## src/rtl/soc_pkg.sv

```systemverilog
// Shared SoC constants: datapath width, register address width and
// the writeback source selects used by decode, regfile and writeback.
package soc_pkg;

    localparam int DATA_W     = 19;
    localparam int REG_ADDR_W = 3;

    localparam logic [1:0] WB_SEL_ALU  = 2'b00;
    localparam logic [1:0] WB_SEL_LOAD = 2'b01;
    localparam logic [1:0] WB_SEL_LINK = 2'b10;
    localparam logic [1:0] WB_SEL_ILL  = 2'b11;

endpackage

```

## src/rtl/wb_acc_fifo.sv

```systemverilog
// Accelerator result queue: synchronous FIFO of {rd, data} entries
// with registered full/empty/level flags.
module wb_acc_fifo #(
    parameter int WIDTH = 22,
    parameter int DEPTH = 2
) (
    input  logic                     clk,
    input  logic                     rst,
    input  logic                     push_i,
    input  logic                     pop_i,
    input  logic [WIDTH-1:0]         wdata_i,
    output logic [WIDTH-1:0]         rdata_o,
    output logic                     full_o,
    output logic                     empty_o,
    output logic [$clog2(DEPTH):0]   level_o
);

    localparam int PTR_W = $clog2(DEPTH);

    logic [WIDTH-1:0] mem_q [DEPTH];
    logic [PTR_W-1:0] wr_q;
    logic [PTR_W-1:0] rd_q;
    logic [PTR_W:0]   cnt_q;

    always_ff @(posedge clk) begin
        if (rst) begin
            wr_q  <= '0;
            rd_q  <= '0;
            cnt_q <= '0;
        end else begin
            if (push_i) wr_q <= wr_q + PTR_W'(1);
            if (pop_i)  rd_q <= rd_q + PTR_W'(1);
            if (push_i && !pop_i)
                cnt_q <= cnt_q + (PTR_W+1)'(1);
            else if (pop_i && !push_i)
                cnt_q <= cnt_q - (PTR_W+1)'(1);
        end
    end

    // Storage needs no reset; only the pointers define validity.
    always_ff @(posedge clk) begin
        if (push_i) mem_q[wr_q] <= wdata_i;
    end

    assign rdata_o = mem_q[rd_q];
    assign full_o  = (cnt_q == (PTR_W+1)'(DEPTH));
    assign empty_o = (cnt_q == '0);
    assign level_o = cnt_q;

endmodule

```

## src/rtl/writeback_arbiter.sv

```systemverilog
// Writeback stage: arbitrates MEM/WB against queued accelerator results
// and drives the regfile write port from registered outputs.
module writeback_arbiter #(
    parameter int DATA_W         = soc_pkg::DATA_W,
    parameter int ADDR_W         = soc_pkg::REG_ADDR_W,
    parameter int ACC_FIFO_DEPTH = 2,
    parameter int ACC_STARVE_MAX = 4
) (
    input  logic                              clk,
    input  logic                              rst,
    input  logic                              wb_valid,
    input  logic [ADDR_W-1:0]                 wb_rd,
    input  logic [1:0]                        wb_sel,
    input  logic [DATA_W-1:0]                 alu_result,
    input  logic [DATA_W-1:0]                 load_data,
    input  logic [DATA_W-1:0]                 link_data,
    output logic                              wb_stall,
    input  logic                              acc_valid,
    output logic                              acc_ready,
    input  logic [ADDR_W-1:0]                 acc_rd,
    input  logic [DATA_W-1:0]                 acc_data,
    output logic                              reg_write,
    output logic [ADDR_W-1:0]                 rd_addr,
    output logic [DATA_W-1:0]                 wb_data,
    output logic [$clog2(ACC_FIFO_DEPTH):0]   acc_level,
    output logic                              wb_sel_err
);

    import soc_pkg::*;

    localparam int CNT_W = $clog2(ACC_STARVE_MAX + 1);

    logic                     full;
    logic                     empty;
    logic                     push;
    logic                     pop;
    logic                     forced;
    logic [ADDR_W-1:0]        head_rd;
    logic [DATA_W-1:0]        head_data;
    logic [DATA_W-1:0]        pipe_data;
    logic [CNT_W-1:0]         starve_q, starve_d;
    logic                     reg_write_q, reg_write_d;
    logic [ADDR_W-1:0]        rd_addr_q, rd_addr_d;
    logic [DATA_W-1:0]        wb_data_q, wb_data_d;
    logic                     sel_err_q, sel_err_d;

    wb_acc_fifo #(
        .WIDTH (ADDR_W + DATA_W),
        .DEPTH (ACC_FIFO_DEPTH)
    ) u_fifo (
        .clk     (clk),
        .rst     (rst),
        .push_i  (push),
        .pop_i   (pop),
        .wdata_i ({acc_rd, acc_data}),
        .rdata_o ({head_rd, head_data}),
        .full_o  (full),
        .empty_o (empty),
        .level_o (acc_level)
    );

    assign acc_ready = !full && !rst;
    assign push      = acc_valid && acc_ready;
    assign forced    = !rst && !empty && wb_valid
                     && (starve_q == CNT_W'(ACC_STARVE_MAX));
    assign pop       = !rst && !empty && (forced || !wb_valid);
    assign wb_stall  = forced;

    always_comb begin
        case (wb_sel)
            WB_SEL_LOAD: pipe_data = load_data;
            WB_SEL_LINK: pipe_data = link_data;
            default:     pipe_data = alu_result;
        endcase
    end

    always_comb begin
        reg_write_d = 1'b0;
        rd_addr_d   = rd_addr_q;
        wb_data_d   = wb_data_q;
        sel_err_d   = sel_err_q;
        starve_d    = starve_q;
        if (pop) begin
            reg_write_d = |head_rd;
            rd_addr_d   = head_rd;
            wb_data_d   = head_data;
        end else if (wb_valid) begin
            if (wb_sel == WB_SEL_ILL) begin
                sel_err_d = 1'b1;
            end else begin
                reg_write_d = |wb_rd;
                rd_addr_d   = wb_rd;
                wb_data_d   = pipe_data;
            end
        end
        if (empty || pop)
            starve_d = '0;
        else if (starve_q != CNT_W'(ACC_STARVE_MAX))
            starve_d = starve_q + CNT_W'(1);
    end

    always_ff @(posedge clk) begin
        if (rst) begin
            reg_write_q <= 1'b0;
            rd_addr_q   <= '0;
            wb_data_q   <= '0;
            sel_err_q   <= 1'b0;
            starve_q    <= '0;
        end else begin
            reg_write_q <= reg_write_d;
            rd_addr_q   <= rd_addr_d;
            wb_data_q   <= wb_data_d;
            sel_err_q   <= sel_err_d;
            starve_q    <= starve_d;
        end
    end

    assign reg_write  = reg_write_q;
    assign rd_addr    = rd_addr_q;
    assign wb_data    = wb_data_q;
    assign wb_sel_err = sel_err_q;

endmodule

```

## config.mk

```make
export PLATFORM = sky130hd
export DESIGN_NAME = writeback_arbiter
export DESIGN_NICKNAME = d
export VERILOG_FILES = /design/src/rtl/soc_pkg.sv /design/src/rtl/wb_acc_fifo.sv /design/src/rtl/writeback_arbiter.sv
export SDC_FILE = /design/constraint.sdc
export NUM_CORES = 1
export LEC_CHECK = 0
export CORE_ASPECT_RATIO = 0.75
export CORE_MARGIN = 1.5
export CORE_UTILIZATION = 25
export DETAILED_ROUTE_END_ITERATION = 10
export SYNTH_ARGS = -nofsm -noshare
export SYNTH_HDL_FRONTEND = slang
export SYNTH_SLANG_ARGS = --single-unit
```

## constraint.sdc

```tcl
create_clock -name clk -period 4.42 [get_ports clk]
set_input_delay 0.442 -clock clk [delete_from_list [all_inputs] [get_ports clk]]
set_output_delay 0.442 -clock clk [all_outputs]
set_load 0.05 [all_outputs]
```

==> key figures <==
Global routing
  – GR Util All Layers: between 10% and 20%
  – First-pass GRT wire length: 15500 µm
  – Remaining global-route overflow: 0
  – Vias in the first global route: 2901
  – Initial antenna violation count: 1
  – Largest net degree at the start of global routing: 47

Final layout
  – Area grow syn2layout: 45.0%
  – Nets: between 400 and 500
  – ANT cells: 0
  – Post-Route Utilization: a little under two fifths
  – Most frequent cells in the layout: clkdlybuf4s50_1 (115), edfxtp_1 (44), dfxtp_1 (32), nor2b_1 (23), a2111oi_0 (22)
  – Commonest non-fill, non-tap cell in the layout: clkdlybuf4s50_1
  – Register area: between 1500 and 2000 µm²
  – Post-Layout Cell Count: 581
  – Layout cells sized above 1: roughly 6.4%
  – Fillers: ~1300
  – Area of the multi-input gates: approximately 1400 µm²

Floorplan
  – Die H: between 100 and 150 µm
  – IO Count: between 100 and 150
  – Core area: roughly 14000 µm²
  – Initial Util: between 20% and 30%
  – Die width: 139 µm
  – Full die area: around 15000 µm²
  – Std-Cell Rows: 37

STA
  – Max Clock Freq: ~0.32 GHz
  – Max-slew headroom: a little over a quarter
  – Final Setup Violations: 0
  – RSZ-0062 raised after global routing: no
  – Setup TNS: 0 ns
  – Hold Vio Cnt, Final: 0
  – Slew @ Worst Pin: 1.09 ns
  – Final Max Tran Viols: 0
  – Period minus WS final: ~3.1 ns
  – Period utilization: ~70%
  – Worst clock skew: ~0.0045 ns

Run
  – Max_cap viols: 0

Detailed routing
  – Final Routed Wirelength: ~10000 µm
  – Remaining routing DRC violations: 11
  – DRT Pass-1 Iters: 7
  – Initial DRC Count: between 100 and 150
  – WL per Instance: ~18 µm
  – Total number of vias: roughly 2800
  – Antenna-violating nets left: 0
  – Vias/cell: between 4 and 5

Synthesis
  – Syn avg cell area: approximately 12 µm²
  – Most area-hungry cell type in the Yosys netlist: edfxtp_1
  – Synth Register Bits: 76
  – Mapped cell area: approximately 3500 µm²
  – Top-area cell type share of the netlist area: between 30 and 40%
  – Area contributors post-synth: edfxtp_1 (38%), dfxtp_1 (18%), a2111oi_0 (5.5%)
  – Cells after Synth: 300
  – Net count of the mapped netlist: 394
  – Synth warn: 0
  – Unique masters post-synth: 36
  – Post-synthesis sequential area ratio: ~56%

Worst hold path
  – Hold wc startpoint: starve_q[0]
  – Hold WC Path Type: register to register

Critical path
  – Crit path DAT: roughly 2.7 ns
  – CP startpoint kind: primary input
  – Slowest stage delay, CP: between 0.8 and 0.9 ns
  – WP depth: 4
  – CP top delay family: buffers and inverters
  – Critical R2R Capture: u_fifo.level_o[1]
  – Most frequent cell on the critical path: clkdlybuf4s50_1
  – Crit-path cells: clkdlybuf4s50_1, o21bai_4, nor2_1, clkdlybuf4s50_1
  – Max stage delay cell, worst path: clkdlybuf4s50_1
  – R2R depth: 7
  – Crit path buf inv count: 2
  – Reg2reg setup slack: around 1.9 ns
  – Worst Setup Path Type: primary input to output port
  – Req. time, crit path: between 3 and 4 ns
  – CP Max Fanout: 28
  – R2R Path Start: starve_q[0]
  – Critical path endpoint: wb_stall
  – CP startpoint: rst
  – CP endpoint kind: output port

Clock network
  – H-tree depth: 3
  – TritonCTS clock tree: built
  – Clock latency on the worst-skew pair: about 0.33 ns
  – Clock tree buffer depth: 2
  – Num Clock Sinks: 76
  – Post-CTS setup buffer count: 0
  – CTS root buf: clkbuf_16
  – Clock slew at reported path FFs: 0.06 ns
  – CTS resizes: 0
  – Inserted Clock Buffers: 9
  – Post-CTS Hold Buffers: 0

Power
  – Switching share of power: between 20 and 30%
  – Power share of the clock group: between 30% and 40%
  – VDD IR-drop max: between 150 and 200 µV
  – P_sw: between 500 and 600 µW
  – Pwr Density: 403 nW/µm²
  – Pint: roughly 1.4 mW
  – Flop pwr share: between 40% and 50%
  – Combinational power share: roughly 23%
  – Pleak: 1.68 nW

Placement
  – GP Congestion: roughly 0.78
  – DP Cell Count: roughly 570
  – PortBufs: approximately 120
  – Post-DP HPWL: ~7300 µm

Outcome
  – Status: finished with violations
  – Violated checks: design-rule violations
[routing by layer]
metal,part of all wire [%],up-vias,track usage [%]
met5,0,-,0
met4,1.6,0,4.26
met3,11,17,6.63
met2,43,113,21.5
met1,44,1338,17.5
li1,-,1366,-
[through the flow]
step	power (mW)	setup slack, ns	cell area (µm²)	hold WS, ns
after CTS	2.06	1.30	5060	0.446
after global placement	1.32	1.32	4760	0.432
after detailed placement	1.33	1.31	4760	0.438
final	2.04	1.28	5060	0.447
after global routing	2.12	1.18	5060	0.468
after floorplan	1.13	0.806	3490	0.417
[worst reg2reg max path, stage by stage, from the launching register on]
cell	delay, ns
dfxtp_1	0.35
inv_1	0.05
ha_1	0.24
a21boi_4	0.58
nand2b_4	0.44
ha_1	0.32
or3_1	0.37
a21oi_1	0.14
[power groups by stage]
stage	combinational [mW]	clock (mW)	sequential, mW
after detailed placement	0.474	0	0.851
after global routing	0.503	0.777	0.842
after floorplan	0.175	0	0.953
final	0.472	0.732	0.837
after global placement	0.467	0	0.850
after CTS	0.475	0.748	0.837
[state kept, by name (all words and copies together) (netlist names), named ones only]
signal and cells:
rd_addr 3, reg_write 1, starve_q 3, u_fifo.level_o 2, u_fifo.mem_q 44, u_fifo.rd_q 1
u_fifo.wr_q 1, wb_data 19, wb_sel_err 1
[kinds of logic after synthesis]
group           share of synthesized area [%]
xor+xnor                                0.753
mux                                     0.860
fa+ha+maj                                2.15
simple gates                             15.7
compound gates                           19.7
flops                                    56.2
buf+inv                                  4.66
[layout make-up]
class                   count  share of cell area [%]
well taps                 175                    4.33
inverters                   6                   0.445
clock inverters             7                    1.51
clock buffers               9                    4.45
flip-flops and latches     76                    38.8
repair buffers            119                    23.3
multi-input cells         189                    27.2
[how the worst min path moves through the flow]
stage / end / slack (ns) / cells past startpoint
after global routing: starve_q[0] / 0.47 / 1
after CTS: starve_q[0] / 0.45 / 1
after detailed placement: starve_q[0] / 0.44 / 1
final: starve_q[0] / 0.45 / 1
after floorplan: starve_q[0] / 0.42 / 1
after global placement: starve_q[0] / 0.43 / 1
[Yosys cell counts (all sizes together)]
| cell | instances |
|---|---|
| o31a | 1 |
| a311oi | 19 |
| nor3 | 1 |
| a221o | 19 |
| inv | 6 |
| and3 | 1 |
| o21bai | 1 |
| ha | 6 |
| nor4b | 1 |
| nor4 | 2 |
| a21oi | 5 |
| nor2 | 5 |
| o211ai | 2 |
| a2111oi | 22 |
| a211oi | 3 |
| xor2 | 2 |
| nand3 | 20 |
| edfxtp | 44 |
| nor2b | 24 |
| or3 | 3 |
| o21ai | 2 |
| nand2 | 20 |
| a21boi | 1 |
| xnor2 | 1 |
| or4 | 1 |
| dfxtp | 32 |
| buf | 21 |
| o21ba | 2 |
| mux2i | 3 |
| clkbuf | 8 |
| and2 | 1 |
| nand2b | 21 |
No activity file was read; power rests on OpenSTA's default activity.
